File: config.mk
export PLATFORM = sky130hd
export DESIGN_NAME = program_counter
export DESIGN_NICKNAME = d
export VERILOG_FILES = /design/src/rtl/program_counter_pkg.sv /design/src/rtl/program_counter_gates.sv /design/src/rtl/program_counter_incrementer.sv /design/src/rtl/program_counter.sv
export SDC_FILE = /design/constraint.sdc
export NUM_CORES = 1
export LEC_CHECK = 0
export ABC_AREA = 1
export CORE_MARGIN = 3
export CORE_UTILIZATION = 45
export DETAILED_ROUTE_END_ITERATION = 10
export PLACE_DENSITY = 0.82
export SYNTH_ARGS = -nofsm -noshare
export SYNTH_HDL_FRONTEND = slang
export SYNTH_HIERARCHICAL = 1
export SYNTH_SLANG_ARGS = --single-unit
File: constraint.sdc
create_clock -name clk -period 3.81 [get_ports clk]
set_clock_uncertainty 0.1 [all_clocks]
set_input_delay 0.762 -clock clk [delete_from_list [all_inputs] [get_ports clk]]
set_output_delay 0.762 -clock clk [all_outputs]
set_load 0.02 [all_outputs]
File: src/rtl/program_counter_pkg.sv
// rtl/program_counter_pkg.sv - shared defaults for the program counter slice
package program_counter_pkg;

    // Default counter width and reset value used when the top is not overridden
    localparam int PC_WIDTH_DEFAULT = 16;
    localparam int PC_RESET_DEFAULT = 0;

endpackage : program_counter_pkg

File: src/rtl/program_counter_gates.sv
// rtl/program_counter_gates.sv - gate primitives and per-bit 2:1 mux
module Not (
    input  logic i_a,
    output logic o_y
);
    assign o_y = ~i_a;
endmodule : Not

module Nand (
    input  logic i_a,
    input  logic i_b,
    output logic o_y
);
    assign o_y = ~(i_a & i_b);
endmodule : Nand

module And (
    input  logic i_a,
    input  logic i_b,
    output logic o_y
);
    logic w_nand;

    // And is an inverted Nand so the library has a single two-input base cell
    Nand u_nand (.i_a(i_a), .i_b(i_b), .o_y(w_nand));
    Not  u_not  (.i_a(w_nand), .o_y(o_y));
endmodule : And

module Or (
    input  logic i_a,
    input  logic i_b,
    output logic o_y
);
    assign o_y = i_a | i_b;
endmodule : Or

module Xor (
    input  logic i_a,
    input  logic i_b,
    output logic o_y
);
    assign o_y = i_a ^ i_b;
endmodule : Xor

module mux2 (
    input  logic i_a,
    input  logic i_b,
    input  logic i_s,
    output logic o_y
);
    logic w_s_n;
    logic w_a_term;
    logic w_b_term;

    // y = (a & ~s) | (b & s); i_a is passed through when the select is low
    Not u_not  (.i_a(i_s), .o_y(w_s_n));
    And u_and_a (.i_a(i_a), .i_b(w_s_n), .o_y(w_a_term));
    And u_and_b (.i_a(i_b), .i_b(i_s), .o_y(w_b_term));
    Or  u_or   (.i_a(w_a_term), .i_b(w_b_term), .o_y(o_y));
endmodule : mux2

File: src/rtl/program_counter_incrementer.sv
// rtl/program_counter_incrementer.sv - ripple +1 chain of half adders
module incrementer #(
    parameter int WIDTH = 16
) (
    input  logic [WIDTH-1:0] i_in,
    output logic [WIDTH-1:0] o_sum,
    output logic             o_carry_out
);
    logic [WIDTH:0] w_carry;

    // Carry-in is fixed at one; callers decide whether the sum is used
    assign w_carry[0] = 1'b1;

    generate
        for (genvar i = 0; i < WIDTH; i++) begin : g_half_adder
            Xor u_sum   (.i_a(i_in[i]), .i_b(w_carry[i]), .o_y(o_sum[i]));
            And u_carry (.i_a(i_in[i]), .i_b(w_carry[i]), .o_y(w_carry[i+1]));
        end
    endgenerate

    // MSB carry is high only when the input was all ones
    assign o_carry_out = w_carry[WIDTH];
endmodule : incrementer

File: src/rtl/program_counter.sv
// rtl/program_counter.sv - loadable incrementing program counter with wrap pulse
module program_counter
    import program_counter_pkg::*;
#(
    parameter int               WIDTH       = PC_WIDTH_DEFAULT,
    parameter logic [WIDTH-1:0] RESET_VALUE = WIDTH'(PC_RESET_DEFAULT)
) (
    input  logic             clk,
    input  logic             reset,
    input  logic [WIDTH-1:0] in,
    input  logic             load,
    input  logic             inc,
    output logic [WIDTH-1:0] out,
    output logic             wrap
);
    logic [WIDTH-1:0] r_out;
    logic             r_wrap;

    logic [WIDTH-1:0] w_sum;
    logic             w_carry_out;
    logic [WIDTH-1:0] w_inc_or_hold;
    logic [WIDTH-1:0] w_next;
    logic             w_load_n;
    logic             w_inc_selected;
    logic             w_wrap_next;

    incrementer #(.WIDTH(WIDTH)) u_incrementer (
        .i_in        (r_out),
        .o_sum       (w_sum),
        .o_carry_out (w_carry_out)
    );

    // First level picks increment over hold, second level lets load override both
    generate
        for (genvar i = 0; i < WIDTH; i++) begin : g_next_mux
            mux2 u_inc_mux (
                .i_a (r_out[i]),
                .i_b (w_sum[i]),
                .i_s (inc),
                .o_y (w_inc_or_hold[i])
            );
            mux2 u_load_mux (
                .i_a (w_inc_or_hold[i]),
                .i_b (in[i]),
                .i_s (load),
                .o_y (w_next[i])
            );
        end
    endgenerate

    // Wrap is only meaningful when the increment path actually reaches the register
    Not u_load_inv   (.i_a(load), .o_y(w_load_n));
    And u_inc_sel    (.i_a(inc), .i_b(w_load_n), .o_y(w_inc_selected));
    And u_wrap_gate  (.i_a(w_carry_out), .i_b(w_inc_selected), .o_y(w_wrap_next));

    // State register; reset overrides whatever the mux tree selected
    always_ff @(posedge clk) begin
        if (reset) begin
            r_out  <= RESET_VALUE;
            r_wrap <= 1'b0;
        end else begin
            r_out  <= w_next;
            r_wrap <= w_wrap_next;
        end
    end

    assign out  = r_out;
    assign wrap = r_wrap;
endmodule : program_counter

======== Yosys cells after proc, flatten, opt, wreduce, memory -nomap -nowiden ========
Index checks and enable logic that the tools add are counted.
word-level totals
  input bits .............................. 20
  register bits after elaboration ......... 17
  word-level logic and storage cells ...... 133
  output and inout port bits .............. 17
operators by class
  bitwise logic cells ..................... 131
operators by type and width
  kind           number
  $and A1 B1 Y1  81
  $or A1 B1 Y1   32
  $xor A1 B1 Y1  15
  $not A1 Y1     3

======== Longest topological paths before layout ========
  depth in word-level cells ............... 19
  mapped depth ............................ 43

======== Modules after synthesis ========
The synthesis kept the hierarchy.
modules (own cells, without submodules)
  module           area each (um^2)  instances  cells each
  program_counter  494.2             1          53
  Not              3.8               115        1
  Or               11.3              32         3
  Nand             3.8               82         1
  Xor              18.8              16         5
  incrementer      3.8               1          1

======== Worst setup path after synthesis ========
No wires, ideal clock.
  path type ............................... register to register
  start ................................... register r_out[0], in the netlist out[0]
  end ..................................... register r_out[15], in the netlist out[15]
  library setup time ...................... 0.112 ns
  clock period less this slack ............ 3.105 ns
  cell stages (with the launch flop) ...... 44
  data arrival time ....................... 2.893 ns
  setup slack ............................. 0.705 ns
  path through ............................ dfxtp_1 -> nand2_1 -> inv_1 -> nand2_1 -> inv_1 -> nand2_1 -> inv_1 -> nand2_1 -> inv_1 -> nand2_1 -> inv_1 -> nand2_1 -> inv_1 -> nand2_1 -> inv_1 -> nand2_1 -> inv_1 -> nand2_1 -> [8 not listed] -> inv_1 -> nand2_1 -> inv_1 -> nand2_1 -> inv_1 -> inv_1 -> nand2_1 -> nand2_1 -> nand2_1 -> inv_1 -> inv_1 -> nand2_1 -> nand2_1 -> inv_1 -> inv_1 -> nand2_1 -> inv_1 -> nor2_1
between the ends
  longest elaborated chain between the ends .. 19
RTL lines
  element                                 RTL line                          RTL
  from (decl)                             program_counter.sv:16             logic [WIDTH-1:0] r_out;
  from (signal assigned)                  program_counter.sv:62             r_out <= w_next;
  $and A1 B1 Y1                           program_counter_gates.sv:14       assign o_y = ~(i_a & i_b);
  net u_incrementer.w_carry[2]            program_counter_incrementer.sv:9  logic [WIDTH:0] w_carry;
  $and A1 B1 Y1                           program_counter_gates.sv:14
  net u_incrementer.w_carry[3]            program_counter_incrementer.sv:9
  $and A1 B1 Y1                           program_counter_gates.sv:14
  net u_incrementer.w_carry[4]            program_counter_incrementer.sv:9
  $and A1 B1 Y1                           program_counter_gates.sv:14
  net u_incrementer.w_carry[5]            program_counter_incrementer.sv:9
  [1 not listed]                          -
  net u_incrementer.w_carry[6]            program_counter_incrementer.sv:9
  [1 not listed]                          -
  net u_incrementer.w_carry[7]            program_counter_incrementer.sv:9
  [1 not listed]                          -
  net u_incrementer.w_carry[8]            program_counter_incrementer.sv:9
  [1 not listed]                          -
  net u_incrementer.w_carry[9]            program_counter_incrementer.sv:9
  [1 not listed]                          -
  net u_incrementer.w_carry[10]           program_counter_incrementer.sv:9
  [1 not listed]                          -
  net u_incrementer.w_carry[11]           program_counter_incrementer.sv:9
  [1 not listed]                          -
  net u_incrementer.w_carry[12]           program_counter_incrementer.sv:9
  [1 not listed]                          -
  net u_incrementer.w_carry[13]           program_counter_incrementer.sv:9
  [1 not listed]                          -
  net u_incrementer.w_carry[14]           program_counter_incrementer.sv:9
  [1 not listed]                          -
  net u_incrementer.w_carry[15]           program_counter_incrementer.sv:9
  [1 not listed]                          -
  net w_sum[15]                           program_counter.sv:19             logic [WIDTH-1:0] w_sum;
  $and A1 B1 Y1                           program_counter_gates.sv:14
  net g_next_mux[15].u_inc_mux.w_b_term   program_counter_gates.sv:53       logic w_b_term;
  $or A1 B1 Y1                            program_counter_gates.sv:34       assign o_y = i_a | i_b;
  net w_inc_or_hold[15]                   program_counter.sv:21             logic [WIDTH-1:0] w_inc_or_hold;
  $and A1 B1 Y1                           program_counter_gates.sv:14
  net g_next_mux[15].u_load_mux.w_a_term  program_counter_gates.sv:52       logic w_a_term;
  $or A1 B1 Y1                            program_counter_gates.sv:34
  net w_next[15]                          program_counter.sv:22             logic [WIDTH-1:0] w_next;
The timed path passes the listed nets, and every way through them passes these cells.
A chain may end at the register's enable or synchronous reset.

======== Worst setup path after layout ========
Ends and elaborated chain as after synthesis.

==> results.txt <==
# DRC - 0
WL/cell - 6.34 µm
GPL Wtd Cong - 0.729
Max Root-Sink Buffers - 2
Clk pin slew, worst setup/hold paths - 80 ps
Hold buffer count at cts - 0
CP max stage cell - dfxtp_1
Synth top area share - 0.451
Slowest cell delay on critical path - 390 ps
Drt first pass iters - 4
Antenna diode count - 0
Post-synth top area cell - inv_1
Hold Path Class - flop to flop
# resized after CTS - 0
PD cells - 203 nW/µm²
Mapped cell area - 1900 µm²
Tightest Pin Transition - 715 ps
RSZ-0062 raised after global routing - false
DP HPWL - 2400 µm
Max Clk Rate - 310 MHz
Max-cap violations - 0
Port Buffers - 36
Area taken by multi-input logic gates - 683 µm²
Place WS - 590 ps
Crit path capture type - flop
Setup Total Neg Slack - 0 ps
Max_slew headroom - 0.522
Synth Register Bits - 17
Largest net degree at the start of global routing - 34
CTS Sinks - 17
Initial antenna violation count - 0
TritonCTS Buffers - 3
CTS tree - yes
Num ports - 37
Total setup buffers inserted after CTS - 0
Site Rows - 22
Critical Path RT - 3830 ps
Synth warnings - 6
Slew Limit Fails - 0
Initial Util - 0.493
Status - completed
Syn_area_per_cell - 4.45 µm²
LEAKAGE - 1.90 nW
Overflow after GRT - 0
Final worst slack - 589 ps
Cells after Synth - 427
Vias - 1900
Core ar. - 3850 µm²
Vias/cell - 3.68
Filler Cell Count - 394
Tcrit/Tclk final - 0.845
Clock root cell - clkbuf_8
WP data arrival - 3250 ps
Post-synthesis sequential area ratio - 0.179
Tmin final - 3220 ps
Clock Latency Late Sink - 260 ps
Final setup vio count - 0
Total Routing Usage GR - 0.140
Max VDD drop - 0.000108 V
Number of DRC markers in iteration 0 - 82
H-tree depth - 1
Final hold violations - 0
Routed WL - 3280 µm
Crit Path Class - flop to flop
DIE WIDTH - 70.9 µm
Startpoint types - flop
Top post-synthesis cells by area - inv_1 (45%), nand2_1 (32%), dfxtp_1 (18%)
Syn-to-layout area delta - 24.4%
Die Y - 70.9 µm
Fin nets - 490
CP Max Fanout - 5
Layout cells sized above 1 - 0.0128
Post-synthesis cell type count - 7
Die area - 5030 µm²
Sequential cell area - 340 µm²
First-pass GRT wire length - 5860 µm
Vias in the first global route - 1470
Routed Antenna Nets - 0
[cells in the final DEF (no fill, tap or decap), drive strengths merged]
master and instances:
buf 2, clkbuf 3, clkdlybuf4s50 36, clkinv 1
conb 3, dfxtp 17, inv 228, nand2 162
nor2 17
[layout make-up]
type                    instances  share of cell area
well taps                      48              0.0254
repair buffers                 38               0.159
multi-input cells             182               0.289
flip-flops and latches         17               0.144
clock buffers                   3              0.0175
inverters                     228               0.362
clock inverters                 1             0.00212
[per-stage QoR]
step / cells / utilization / cell area (µm²) / hold WS (ps) / power (mW)
floorplan: 429 / - / 1910 / 584 / 0.284
global placement: 513 / 0.601 / 2310 / 534 / 0.338
detailed placement: 513 / 0.601 / 2310 / 531 / 0.341
CTS: 517 / 0.613 / 2360 / 545 / 0.489
global route: 517 / 0.613 / 2360 / 619 / 0.522
finish: 517 / 0.613 / 2360 / 541 / 0.479
[sequential cells by signal, summed over array words and instances, names as in the netlist]
register / count
wrap: 1
out: 16
[kinds of logic (layout without fill, tap and decap cells)]
family / after synthesis / in the layout / share of synthesized area
simple gates: 179 / 179 / 0.354
other cells: 1 / 3 / 0.00198
flops: 17 / 17 / 0.179
buf+inv: 230 / 270 / 0.465
[power by group]
group	internal, mW	switching (mW)
clock	0.0727	0.0703
sequential	0.187	0.0120
combinational	0.0639	0.0724
[synth_stat cells, drive strengths merged]
cell type and n:
inv 228, nand2 162, dfxtp 17, buf 2, conb 1, nor2 17
[worst paths after layout]
kind | slack (ps) | depth (start not counted) | end | startpoint
setup / recovery | 590 | 43 | out[15] | out[0]
hold / removal | 540 | 6 | wrap | out[15]
setup reg to reg | 590 | 43 | out[15] | out[0]
hold reg to reg | 540 | 6 | wrap | out[15]
[critical path: cells and delay by family, from the launching register on]
| family | cells | cell delay, ps |
|---|---|---|
| flip-flops | 1 | 390 |
| buffers and inverters | 21 | 1460 |
| AND/OR/NAND/NOR | 22 | 1110 |
[per-layer routing]
metal / part of all wire / wire (µm) / up-vias / track usage
met4: 0.0055 / 18 / 0 / 0.0376
met2: 0.44 / 1450 / 26 / 0.244
met3: 0.042 / 139 / 2 / 0.0213
met1: 0.51 / 1680 / 739 / 0.179
met5: 0 / 0 / - / 0
li1: - / - / 1133 / -
(Power assumes the default switching activity.)
